## src/rtl/fetch_sequencer_pkg.sv

```systemverilog
// fetch_sequencer_pkg: shared fetch-stage state encoding and PC constants
package fetch_sequencer_pkg;
  typedef enum logic [1:0] {IDLE, RUN, DRAIN, HALTED} fetch_state_t;
  localparam logic [31:0] BOOT_PC_DEFAULT = 32'h0000_0000;
  localparam logic [31:0] PC_INC = 32'd4;
  function automatic logic [31:0] word_align(input logic [31:0] a);
    return a & ~32'd3;
  endfunction
endpackage

```

## src/rtl/fetch_buffer.sv

```systemverilog
// fetch_buffer: PC-tagged instruction FIFO between fetch and decode
module fetch_buffer #(
  parameter int DEPTH = 2
) (
  input  logic                    clk,
  input  logic                    reset,
  input  logic                    flush,
  input  logic                    push,
  input  logic                    pop,
  input  logic [31:0]             push_instr,
  input  logic [31:0]             push_pc,
  output logic [$clog2(DEPTH):0]  count,
  output logic [31:0]             head_instr,
  output logic [31:0]             head_pc
);
  localparam int AW = $clog2(DEPTH);
  logic [31:0] mem_instr [DEPTH];
  logic [31:0] mem_pc [DEPTH];
  logic [AW-1:0] wr_ptr, rd_ptr;
  // pointers and occupancy; a flush empties the buffer outright
  always_ff @(posedge clk or negedge reset)
    if (!reset) begin
      wr_ptr <= '0;
      rd_ptr <= '0;
      count <= '0;
    end else if (flush) begin
      wr_ptr <= '0;
      rd_ptr <= '0;
      count <= '0;
    end else begin
      wr_ptr <= wr_ptr + AW'(push);
      rd_ptr <= rd_ptr + AW'(pop);
      count <= count + (AW+1)'(push) - (AW+1)'(pop);
    end
  // storage carries no reset; the head is masked to zero while empty
  always_ff @(posedge clk)
    if (push && !flush) begin
      mem_instr[wr_ptr] <= push_instr;
      mem_pc[wr_ptr] <= push_pc;
    end
  assign head_instr = count != '0 ? mem_instr[rd_ptr] : '0;
  assign head_pc = count != '0 ? mem_pc[rd_ptr] : '0;
endmodule

```

## src/rtl/fetch_sequencer.sv

```systemverilog
// fetch_sequencer: instruction fetch FSM with redirect discard and PC-tagged buffer
module fetch_sequencer
  import fetch_sequencer_pkg::*;
#(
  parameter logic [31:0] BOOT_PC = BOOT_PC_DEFAULT,
  parameter int BUF_DEPTH = 2
) (
  input  logic        clk,
  input  logic        reset,
  output logic        imem_req,
  output logic [31:0] imem_addr,
  input  logic        imem_gnt,
  input  logic        imem_rvalid,
  input  logic [31:0] imem_rdata,
  input  logic        redirect_valid,
  input  logic [31:0] redirect_pc,
  input  logic        halt,
  output logic        instr_valid,
  output logic [31:0] instr,
  output logic [31:0] instr_pc,
  input  logic        instr_ready,
  output logic        halted
);
  localparam int CW = $clog2(BUF_DEPTH) + 1;
  fetch_state_t state, state_nx;
  logic [31:0] fetch_pc, fetch_pc_nx, tag_pc;
  logic [CW-1:0] outstanding, outstanding_nx, discard_cnt, discard_nx, count;
  logic rsp, gnt, push, pop;
  // while no discards are pending the outstanding requests are the contiguous
  // words just below fetch_pc, so the oldest one's PC is recovered arithmetically
  always_comb begin
    rsp = imem_rvalid && outstanding != '0;
    imem_req = state == RUN && !halt && !redirect_valid && 32'(outstanding) + 32'(count) < BUF_DEPTH;
    gnt = imem_req && imem_gnt;
    instr_valid = count != '0 && !redirect_valid;
    pop = instr_valid && instr_ready;
    push = rsp && discard_cnt == '0 && !redirect_valid;
    tag_pc = fetch_pc - (32'(outstanding) << 2);
    outstanding_nx = outstanding + CW'(gnt) - CW'(rsp);
    discard_nx = redirect_valid ? outstanding - CW'(rsp) :
                 rsp && discard_cnt != '0 ? discard_cnt - CW'(1) : discard_cnt;
    fetch_pc_nx = redirect_valid ? word_align(redirect_pc) : gnt ? fetch_pc + PC_INC : fetch_pc;
    state_nx = state == IDLE ? RUN :
               state == HALTED ? (halt ? HALTED : RUN) :
               redirect_valid ? (discard_nx != '0 ? DRAIN : RUN) :
               state == DRAIN ? (discard_nx == '0 ? RUN : DRAIN) :
               halt && outstanding_nx == '0 ? HALTED : RUN;
    halted = state == HALTED;
    imem_addr = fetch_pc;
  end
  // fetch state, PC and request accounting; reset abandons in-flight requests
  always_ff @(posedge clk or negedge reset)
    if (!reset) begin
      state <= IDLE;
      fetch_pc <= word_align(BOOT_PC);
      outstanding <= '0;
      discard_cnt <= '0;
    end else begin
      state <= state_nx;
      fetch_pc <= fetch_pc_nx;
      outstanding <= outstanding_nx;
      discard_cnt <= discard_nx;
    end
  fetch_buffer #(.DEPTH(BUF_DEPTH)) u_buf (
    .clk(clk),
    .reset(reset),
    .flush(redirect_valid),
    .push(push),
    .pop(pop),
    .push_instr(imem_rdata),
    .push_pc(tag_pc),
    .count(count),
    .head_instr(instr),
    .head_pc(instr_pc)
  );
endmodule

```

## config.mk

```make
export PLATFORM = sky130hd
export DESIGN_NAME = fetch_sequencer
export DESIGN_NICKNAME = d
export VERILOG_FILES = /design/src/rtl/fetch_sequencer_pkg.sv /design/src/rtl/fetch_buffer.sv /design/src/rtl/fetch_sequencer.sv
export SDC_FILE = /design/constraint.sdc
export NUM_CORES = 1
export LEC_CHECK = 0
export CORE_UTILIZATION = 51
export CTS_CLUSTER_DIAMETER = 100
export DETAILED_ROUTE_END_ITERATION = 16
export MAX_ROUTING_LAYER = met4
export PLACE_DENSITY = 0.81
export SLEW_MARGIN = 20
export SYNTH_ARGS = -nofsm -noshare
export SYNTH_HDL_FRONTEND = slang
export SYNTH_HIERARCHICAL = 1
export SYNTH_SLANG_ARGS = --single-unit
export TNS_END_PERCENT = 50
```

## constraint.sdc

```tcl
create_clock -name clk -period 12.2 [get_ports clk]
set_input_delay 3.66 -clock clk [delete_from_list [all_inputs] [get_ports clk]]
set_output_delay 3.66 -clock clk [all_outputs]
set_load 0.01 [all_outputs]
```

## Word-level counts from Yosys, hierarchy flattened

Memory sizes are Yosys's and may differ from the RTL's.
Index checks and enable logic that the tools add are counted.

| storage, ports and cells | value |
|---|---|
| bits in read-only memories | 0 |
| logic and storage cells | 66 |
| memories kept | 2 |
| latch bits | 0 |
| bits of input ports | 71 |
| output and inout bits | 99 |
| RAM bits | 128 |
| bits in registers | 42 |

| cells by class | value |
|---|---|
| divide/modulo/power cells | 0 |
| shift operators | 0 |
| $lt $le $gt $ge | 1 |
| muxes and demuxes | 19 |
| bitwise gates (word level) | 0 |
| reductions and logical operators | 23 |
| eq/ne operators | 3 |
| multipliers | 0 |
| add/subtract/negate cells | 11 |

Memories:

| memory | depth | width | read ports | clocked after Yosys merged registers in | wr ports | line | text |
|---|---|---|---|---|---|---|---|
| u_buf.mem_instr | 2 | 32 | 1 | 0 | 1 | fetch_buffer.sv:17 | `logic [31:0] mem_instr [DEPTH];` |
| u_buf.mem_pc | 2 | 32 | 1 | 0 | 1 | fetch_buffer.sv:18 | `logic [31:0] mem_pc [DEPTH];` |

Operator list:

| cell | number |
|---|---|
| $mux 32 | 4 |
| $add 32x3->32 const B | 1 |
| $sub 32x4->32 | 1 |
| $mux 2 | 11 |
| $logic_and 1x1->1 | 12 |
| $reduce_bool 2->1 | 5 |
| $logic_not 2->1 | 4 |
| $sub 2x1->2 | 3 |
| $add 2x1->2 | 2 |
| $eq 2x2->1 const B | 2 |
| $mux 1 | 4 |
| $add 2x2->3 | 1 |
| $lt 3x2->1 const B | 1 |
| $add 1x1->1 | 2 |
| $eq 2x1->1 const B | 1 |
| $logic_not 1->1 | 2 |
| $sub 2x1->2 const B | 1 |

## Longest topological paths before layout

| depth | value |
|---|---|
| word-level depth | 14 |
| gate-level depth with buffers | 14 |
| mapped depth without buffers | 13 |

## Cells and area by module

The synthesis kept the hierarchy.

By module, submodules not included:

| module | cells an instance | area an instance (µm²) | times used |
|---|---|---|---|
| fetch_buffer | 287 | 5084.9 | 1 |
| fetch_sequencer | 359 | 2881.5 | 1 |

## Least setup slack after synthesis

OpenSTA, ideal clock, no wires.

| timing path | value |
|---|---|
| path type | input -> register |
| start | input port redirect_valid |
| end | memory u_buf.mem_instr[1][0], enable pin |
| library setup time | 579 ps |
| setup slack | 2356 ps |
| stages on the path | 6 |
| buffers on the path | 3 |
| required time | 11621 ps |
| arrival | 9264 ps |
| path through | buf_6 > clkbuf_1 > buf_1 > nor3b_1 > inv_1 > nor3b_1 |

| between the ends | value |
|---|---|
| cells in the longest elaborated chain, start to end | 5 |

Ends and longest elaborated chain:

| element | line | text |
|---|---|---|
| start, declared | fetch_sequencer.sv:15 | `input logic redirect_valid,` |
| $logic_not 1->1 | fetch_sequencer.sv:37 | `push = rsp && discard_cnt == '0 && !redirect_valid;` |
| $logic_and 1x1->1 | fetch_sequencer.sv:37 |  |
| via push | fetch_sequencer.sv:28 | `logic rsp, gnt, push, pop;` |
| $logic_and 1x1->1 | fetch_buffer.sv:37 | `if (push && !flush) begin` |
| $mux 1 | fetch_buffer.sv:37 |  |
| $mux 1 (implied by the code) | fetch_buffer.sv:38 | `mem_instr[wr_ptr] <= push_instr;` |
| end, declared | fetch_buffer.sv:17 |  |

The timed path passes the listed nets, and every way through them passes these cells.

## Final worst setup path

| timing path | value |
|---|---|
| start | input port redirect_valid |
| end | output port imem_req |

| between the ends | value |
|---|---|
| cells in the longest elaborated chain, start to end | 3 |

Ends and longest elaborated chain:

| element | line | text |
|---|---|---|
| $logic_not 1->1 | fetch_sequencer.sv:33 | `imem_req = state == RUN && !halt && !redirect_valid && 32'(outstanding) + 32'(count) < BUF_DEPTH;` |
| $logic_and 1x1->1 (2 in series) | fetch_sequencer.sv:33 |  |
| end, declared | fetch_sequencer.sv:10 | `output logic imem_req,` |

No other way between the ends.

==> flow_summary.yaml <==
setup_path:
  r2r_cells: 13
  slowest_stage: "or4_4"
  critPathLaunch: "redirect_valid"
  critPathMaxStageDelay_ns: 0.65
  reg2reg_slack_ns: 8.71
  r2r_start: "outstanding[0]"
  critPathArrivalTime_ns: 5.57
  r2r_end: "state[1]"
  path_cells: "buf_2 > buf_4 > or4_4 > nor3b_1 > clkdlybuf4s50_1"
  path_class: "input pin to output pin"
  cp_max_fo: 70
  cp-end-kind: "output pin"
  critPathLaunchType: "input pin"
  required_ns: 8.54
  path_delay_family: "buffers and inverters"
  critPathBufInv: 3
synthesis:
  netlist_top_cells_count: "edfxtp_1 (128), nor2_1 (87), mux2i_1 (64)"
  syn_inst: 646
  async_reset_ff_frac: 0.238
  yosysSeqAreaShare: 0.608
  ys_types: 53
  yosysTopAreaCellShare: 0.482
  ys.flop_type: "edfxtp_1"
  synth_edf_count: 128
  synth_area_leaders: "edfxtp_1 (48%), dfrtp_1 (13%), mux2i_1 (8.0%)"
  synth_largest_area_cell: "edfxtp_1"
  synth_seq_cells: 168
  syn_area_um2: 7970
  yosysWarnings: 6
  yosysMostFrequentCell: "edfxtp_1"
  syn_area_per_cell_um2: 12.3
pwr:
  p_sw_mw: 0.440
  power_mw: 1.54
  clkPwrFrac: 0.310
  leakage_nw: 3.49
  power_density_nw_per_um2: 151
  switching_share: 0.285
  power_frac_seq: 0.462
  combPwrFrac: 0.228
  internal_power_mw: 1.10
  ir_drop_uv: 124
sta:
  final_max_slew_viol_count: 0
  layout_setup_ws_ns: 2.97
  rsz0062_at_grt: "false"
  hold_violations: 0
  period_share: 0.756
  fin_tns_setup_ns: 0
  worstMarginPinSlew_ns: 0.935
  slew_headroom: 0.376
  finalClockSkew_ns: 0.00663
  hold_ws_ns: 0.616
  max_freq_mhz: 108
  setup_viol: 0
  timing.final.crit_period_ns: 9.23
drt:
  drt-total-wl_mm: 17.4
  wl_per_cell_um: 17.3
  routed_via_density: 5.58
  vias: 5600
  drc_errors: 0
  drt_iter0_drc: 310
  ant_nets: 0
  dr.pass1.iters: 5
cts:
  clockBufferDepth: 2
  clk_latency_ns: 0.42
  ctsRootBufferMaster: "clkbuf_16"
  htree_num_levels: 4
  cts_tree: "built"
  post_cts_resized: 0
  cts-buffers-inserted: 17
  path_clk_slew_ns: 0.06
  numClockSinks: 168
  post_cts_buffers: 0
  holdBufCountCts: 0
floorplanning:
  chipWidth_um: 127
  ios: 170
  die_h_um: 127
  dieArea_um2: 16100
  initial_core_util: 0.524
  coreArea_um2: 15200
  row_count: 45
grt:
  met3_usage: 0.0431
  grt_most_used_layer: "met2"
  grt_max_degree: 71
  grt_pass1_wl_mm: 27.7
  gr-usage-all-layers: 0.230
  gr-total-overflow: 0
  grt_use_met1: 0.284
  met2_usage: 0.378
  antenna_found_initial: 0
  grt_pass1_vias: 5599
min_path:
  hold_depth: 2
  holdCritStartpoint: "u_buf/wr_ptr"
  hold_path_class: "register to register"
  hold-path-endpoint: "u_buf/wr_ptr"
placement:
  placed_cell_area_um2: 9660
  hpwlAfterDp_mm: 11.7
  dp.cells: 970
  place_congestion: 0.898
  post-place-ws_ns: 3.00
  portBuffers: 165
cells_and_area:
  nFillCells: 1088
  fin_cells: 1003
  area_delta_synth_final_pct: 28.2
  antenna_cells: 0
  finalNetCount: 884
  drive_gt1_frac: 0.0626
  final_area_um2: 10200
  fin_util: 0.672
flow_run:
  max_cap_violations: 0
run_status:
  status: "finished clean"
tightest hold or removal path, cell delays in order, from the launching register on:
cell and delay [ns]:
dfrtp_1 0.40, xnor2_1 0.14, nor2_1 0.04
final cells by class:
cell class / count / area [µm²] / area share
clock inverters: 14 / 101 / 0.00992
flip-flops and latches: 168 / 4850 / 0.475
repair buffers: 171 / 1710 / 0.167
well taps: 188 / 235 / 0.0230
clock buffers: 18 / 429 / 0.0420
multi-input cells: 425 / 2820 / 0.276
inverters: 19 / 71.3 / 0.00698
placed cells by master, fill, tap and decap left out, drive strengths merged, types with 3 or more instances in the layout:
master and count:
a31oi 3, nand4 13, or3 3, nand2 42, o311ai 5, xnor2 27
clkdlybuf4s50 163, nand2b 4, nand3 18, and2 7, clkinv 10, o21ai 27
inv 21, edfxtp 128, nor4 10, mux2i 64, a21oi 11, and3 9
nor3 13, conb 6, nand3b 7, clkbuf 18, xor2 20, dfrtp 40
nor3b 5, o211ai 4, nor2b 9, ha 9, nor2 91, buf 8
logic make-up (layout without fill, tap and decap cells):
| logic type | after synthesis | in the layout | synth area share |
|---|---|---|---|
| AOI/OAI and AO/OA | 58 | 58 | 0.0438 |
| xor gates and xnor gates | 48 | 48 | 0.0545 |
| adders and majority gates | 11 | 11 | 0.0192 |
| buffers and inverters | 58 | 222 | 0.0419 |
| DFF | 168 | 168 | 0.608 |
| muxes | 65 | 65 | 0.0818 |
| other | 1 | 6 | 0.000471 |
| and+or+nand+nor | 237 | 237 | 0.150 |
layer usage:
layer	vias to the layer above	wire [µm]
li1	2627	-
met1	2734	7480
met3	23	1010
met5	-	0
met4	0	327
met2	216	8550
worst max-delay path by stage:
stage	slack, ns	endpoint	depth (start not counted)
after floorplan	2.36	u_buf/mem_instr[1][0]	6
after global routing	2.91	imem_req	5
final	2.97	imem_req	5
after CTS	2.98	imem_req	5
after global placement	3.02	imem_req	5
after detailed placement	3.00	imem_req	5
power groups by stage:
stage                     sequential, mW  clock [mW]  combinational, mW
final                              0.712       0.478              0.351
after global routing               0.718       0.509              0.384
after CTS                          0.716       0.488              0.348
after detailed placement           0.728           0              0.345
after global placement             0.724           0              0.334
after floorplan                    0.703           0              0.210
flip-flops by register name, indices dropped and copies added (netlist names):
| signal | count |
|---|---|
| u_buf/mem_instr | 64 |
| u_buf/mem_pc | 64 |
| imem_addr | 30 |
| discard_cnt | 2 |
| outstanding | 2 |
| state | 2 |
| u_buf/count | 2 |
| u_buf/rd_ptr | 1 |
| u_buf/wr_ptr | 1 |
Note: power is estimated with default switching activity, not from simulation.
==> edit 1: new RTL, config.mk and constraints unchanged <==
`BUF_DEPTH`: 2 -> 8.
--- a/src/rtl/fetch_sequencer.sv
+++ b/src/rtl/fetch_sequencer.sv
@@ -5,3 +5,3 @@
   parameter logic [31:0] BOOT_PC = BOOT_PC_DEFAULT,
-  parameter int BUF_DEPTH = 2
+  parameter int BUF_DEPTH = 8
 ) (
Formal check against the unedited RTL: not equivalent (Yosys sat finds a counterexample within 4 cycles, from zero or initial values and one cycle with reset low).
==> edit 1 against the unedited design <==
Worst hold slack gained 0.022 ns; clock skew grew 0.013 ns; fmax shrank 1.8%; first-iteration DRC count grew to 3.4 times the old value; routed wire length grew to 2.7 times the old value; setup slack lost 0.17 ns; synthesized area grew to 2.9 times the old value; total power grew to 3.3 times the old value; synthesized cell count grew 87%; global-route usage shrank 1.6 points; largest cell class unchanged; design area grew to 2.7 times the old value; sequential cell count grew 394; die area grew to 2.9 times the old value; non-clock buffer count grew 12.
==> edit 1: results (changes against the unedited design) <==
** Place
- The routability congestion estimate from global placement was 0.862 (-4.0%).
- The cell area after placement came to 25,400 um^2 (+160%).
- Placed cell count :: 1,932 (+99%)

** Synth
- Count of flip-flops with a built-in enable after synthesis :: 512 (+300%)
- The count of cell types in the netlist is 78 (+47%).
- Post-synthesis sequential area ratio :: 0.716 (+0.108)
- Sorting the synthesized cells by area gives the leading types as sky130_fd_sc_hd__edfxtp_1 (66%), sky130_fd_sc_hd__mux4_2 (10%), sky130_fd_sc_hd__dfrtp_1 (5.4%), sky130_fd_sc_hd__mux4_1 (2.8%), sky130_fd_sc_hd__a22o_1 (2.4%).
- The count of mapped cells out of synthesis is 1,207 (+87%).
- Commonest cells in the synthesized netlist :: sky130_fd_sc_hd__edfxtp_1 (512), sky130_fd_sc_hd__mux4_2 (103), sky130_fd_sc_hd__a22o_1 (64)

** Final layout
- Area fraction of clock buffers and clock inverters :: 0.0664 (+0.0144)
- The buffer share of cell area is 0.0655 (-0.102).
- The number of logic inverters in the finished layout was 29 (+10).
- Sequential portion of the cell area :: 0.612 (+0.137)
- The final layout net count was 1,498 (+69%).
- Non-clock buffer count :: 183 (+7.0%)
- The fraction of layout instances using a drive strength above 1 was 0.172 (+0.110).

** Global routing
- Met1 layer usage reported by global route :: 0.285 (+0.00129)
- The via count of the first global-routing pass was 12,600 (+120%).
- The total routing usage reported by global routing was 0.214 (-0.0160).
- Grt met2 use :: 0.351 (-0.0272)
- Largest net degree at the start of global routing :: 74 (+4.2%)
- The first-pass GRT wire length came to 72,900 um (+160%).

** STA
- Worst Clk Skew :: 0.0200 ns (+0.0134 ns)
- The pin slew with the least headroom to its limit came to 1.11 ns (+0.176 ns).

** Route
- The number of design-rule violations left by the first detailed-router iteration came to 1,044 (+240%).
- Wire length on met1 :: 19,500 um (+160%)
- The routed length on met2 came to 23,900 um (+180%).
- Routed len/inst :: 23.4 um (+35%)

** Run status
- Outcome :: finished clean

** Power
- The largest voltage drop on the vdd net was 138 uV (+11%).
- The power per cell area came to 186 nW/um^2 (+23%).
- The leakage power summed over all cells was 8.94 nW (+160%).

** CTS
- Number of H-tree branching levels :: 2 (-2)
- The number of clock sinks is 562 (+230%).
- The latest clock arrival within the worst-skew pair came to 0.60 ns (+0.18 ns).

** Setup path
- Worst endpoint data arrival time :: 5.74 ns (+0.17 ns)
- Slowest stage cell on the critical path :: sky130_fd_sc_hd__clkdlybuf4s50_1
-- edit 1: cell types whose count changed after synthesis, sizes merged, moves of 13 or more --
cell    delta
edfxtp   +384
mux4     +128
a22o      +64
mux2i     -63
nor2      -53
ha        +17
nand2     +15
buf       +13
clkbuf    +13
-- edit 1: critical path: cells and delay by family --
kind                   cells  cell delay [ns]
AO/OA/AOI/OAI              1             0.45
buffers and inverters      2             1.08
AND/OR/NAND/NOR            1             0.55
-- edit 1: cells by family after synthesis --
logic type / after synthesis / share of synthesized area
DFF: 562 / 0.716
and+or+nand+nor: 202 / 0.0479
AOI/OAI and AO/OA: 147 / 0.0488
muxes: 130 / 0.129
buffers and inverters: 96 / 0.0264
xor gates and xnor gates: 40 / 0.0151
adders and majority gates: 29 / 0.0166
other: 1 / 0.000161
-- edit 1: through the flow --
| step | setup WS [ns] | hold WS [ns] |
|---|---|---|
| global placement | 2.82 | 0.596 |
| detailed placement | 2.82 | 0.621 |
| CTS | 2.82 | 0.644 |
| global route | 2.77 | 0.668 |
| finish | 2.80 | 0.638 |
| floorplan | 2.41 | 0.525 |
-- edit 1: report_power, final --
group / switching, mW / total (mW) / internal [mW]
Clock: 0.702 / 1.68 / 0.980
Sequential: 0.0800 / 2.29 / 2.21
Combinational: 0.545 / 1.08 / 0.533
-- edit 1: final timing paths --
kind | start | end | slack, ns | cells past startpoint
max in group asynchronous | reset | u_buf/rd_ptr[0] | 8.58 | 2
min reg2reg | state[0] | state[0] | 0.64 | 2
max | halt | imem_req | 2.80 | 4
min | state[0] | state[0] | 0.64 | 2
max reg2reg | discard_cnt[0] | u_buf/mem_instr[6][11] | 8.04 | 8
min in group asynchronous | reset | discard_cnt[3] | 3.16 | 2
==> edit 2: new RTL, same settings <==
Without the edit above. Reset style: synchronous (`reset`), changed in 2 clocked blocks.
--- a/src/rtl/fetch_buffer.sv
+++ b/src/rtl/fetch_buffer.sv
@@ -20,3 +20,3 @@
   // pointers and occupancy; a flush empties the buffer outright
-  always_ff @(posedge clk or negedge reset)
+  always_ff @(posedge clk)
     if (!reset) begin
--- a/src/rtl/fetch_sequencer.sv
+++ b/src/rtl/fetch_sequencer.sv
@@ -51,3 +51,3 @@
   // fetch state, PC and request accounting; reset abandons in-flight requests
-  always_ff @(posedge clk or negedge reset)
+  always_ff @(posedge clk)
     if (!reset) begin
Check against the original RTL: differs if reset is asserted again (counterexample within 4 cycles, from zero or initial values and one cycle with reset low); with reset held inactive, the same outputs for 4 cycles.
==> edit 2 against the unedited design <==
Critical path type unchanged; synthesized area grew 0.94%; sequential cell count unchanged; setup slack worse by 0.67 ns; non-clock buffer count decreased by 1; final cell count increased by 4.6%; total power down 9.5%; largest power group unchanged; core utilization fell by 0.077 points; count of clock-buffer cells in the layout increased by 1; sequential power shrank 4.9%; routed wire length increased by 6.5%; fmax down 6.8%; design area is 0.63% higher.
==> edit 2: results (changes against the unedited design) <==
** Final layout
- The fraction of layout instances using a drive strength above 1 was 0.0740 (+0.0114).

** Setup path
- Worst reg-to-reg setup slack :: 8.35 ns (-0.36 ns)
- The startpoint identified for the worst register-to-register timing path is u_buf/count[0].
- CP max stage delay :: 0.78 ns (+0.13 ns)
- The worst register-to-register path ends at state[1].
- The maximum fanout count along the critical path was 44 (-37%).
- Worst endpoint data arrival time :: 6.24 ns (+0.67 ns)
- Slowest stage cell on the critical path :: sky130_fd_sc_hd__clkinv_1

** Run status
- The flow ran to the end, and the final reports show no timing, DRC or antenna violations.

** Hold path
- Hold_sp :: u_buf/wr_ptr

** Synth
- Compound-Gate Fraction of Synth Area :: 0.0650 (+0.0212)
- Async set-or-reset flop fraction in the synthesized netlist :: 0 (-0.238)
- In the post-synthesis netlist, the biggest area contributors are sky130_fd_sc_hd__edfxtp_1 (48%), sky130_fd_sc_hd__dfxtp_1 (10%), sky130_fd_sc_hd__mux2i_1 (8.3%), sky130_fd_sc_hd__nor2_1 (4.3%), sky130_fd_sc_hd__xnor2_1 (2.4%).
- The proportion of synthesized chip area in sequential cells came to 0.578 (-0.0306).
- The count of cell types in the netlist came to 66 (+25%).
- Commonest cells in the synthesized netlist :: sky130_fd_sc_hd__edfxtp_1 (128), sky130_fd_sc_hd__nor2_1 (93), sky130_fd_sc_hd__mux2i_1 (67)
- Xor/xnor share of the synthesized area :: 0.0464 (-0.00813)

** Place
- Dpl hpwl :: 12,400 um (+6.4%)
- The routability congestion estimate from global placement was 0.897 (-0.17%).

** Route
- Drt first-iter violations :: 513 (+65%)
- The total wire length after detailed routing is 18,500 um (+6.5%).
- The detailed-router iteration count before antenna repair was 7 (+2).
- The via count came to 5,862 (+4.7%).

** Global routing
- The via count of the first global-routing pass came to 5,802 (+3.6%).
- Largest net degree at the start of global routing :: 65 (-8.5%)
- The total routing usage reported by global routing came to 0.240 (+0.00987).
- Global-route wire length before repair :: 29,100 um (+4.9%)

** STA
- Worst Clk Skew :: 0.00779 ns (+0.00117 ns)
- The worst max-slew margin expressed relative to the limit came to 0.307 (-0.0695).

** Power
- The combinational fraction of design power came to 0.151 (-0.077).
- The clock network fraction of total power was 0.363 (+0.053).
- The internal portion of total power is 1.03 mW (-6.2%).
- The largest voltage drop on the vdd net is 97.3 uV (-21%).
[edit 2: cell count changes in the layout (fill, tap and decap cells not counted), moves of 6 or more]
cell	unedited run	this run
sky130_fd_sc_hd__dfrtp_1	39	0
sky130_fd_sc_hd__dfxtp_1	0	39
sky130_fd_sc_hd__a21oi_1	11	21
sky130_fd_sc_hd__nand3_1	18	11
sky130_fd_sc_hd__nand3b_1	7	0
sky130_fd_sc_hd__nor2_1	87	93
sky130_fd_sc_hd__nor2b_1	9	3
sky130_fd_sc_hd__o21ai_0	21	15
[edit 2: area by class of cell]
class,count,area (um^2)
Clock buffer,19,433
Clock inverter,13,121
Fill cell,1147,5040
Inverter,23,86.3
Multi-Input combinational cell,445,3040
Sequential cell,168,4650
Tap cell,211,264
Timing Repair Buffer,170,1690
[edit 2: worst max-delay path by stage]
stage | start | to | slack (ns)
2_1_floorplan | redirect_valid | u_buf/mem_instr[1][0] | 2.64
3_3_place_gp | redirect_valid | imem_req | 2.39
3_5_place_dp | redirect_valid | imem_req | 2.38
4_1_cts | redirect_valid | imem_req | 2.38
5_1_grt | redirect_valid | imem_req | 2.23
6_report | redirect_valid | imem_req | 2.30
[edit 2: stage by stage]
step           std cells  hold WS, ns  setup WS [ns]  utilization
6_report            1049        0.602           2.30        0.671
5_1_grt             1049        0.608           2.23        0.671
4_1_cts             1049        0.583           2.38        0.671
3_5_place_dp        1017        0.572           2.38        0.635
3_3_place_gp        1017        0.533           2.39        0.635
2_1_floorplan        683        0.499           2.64            -
[edit 2: routing by layer]
metal	wire (um)	global-route usage	part of all wire	vias to the layer above
met5	0	-	0	-
met4	284	0.0803	0.015	0
met3	1630	0.0611	0.088	25
met2	8970	0.389	0.48	280
met1	7620	0.295	0.41	2803
li1	-	-	-	2754
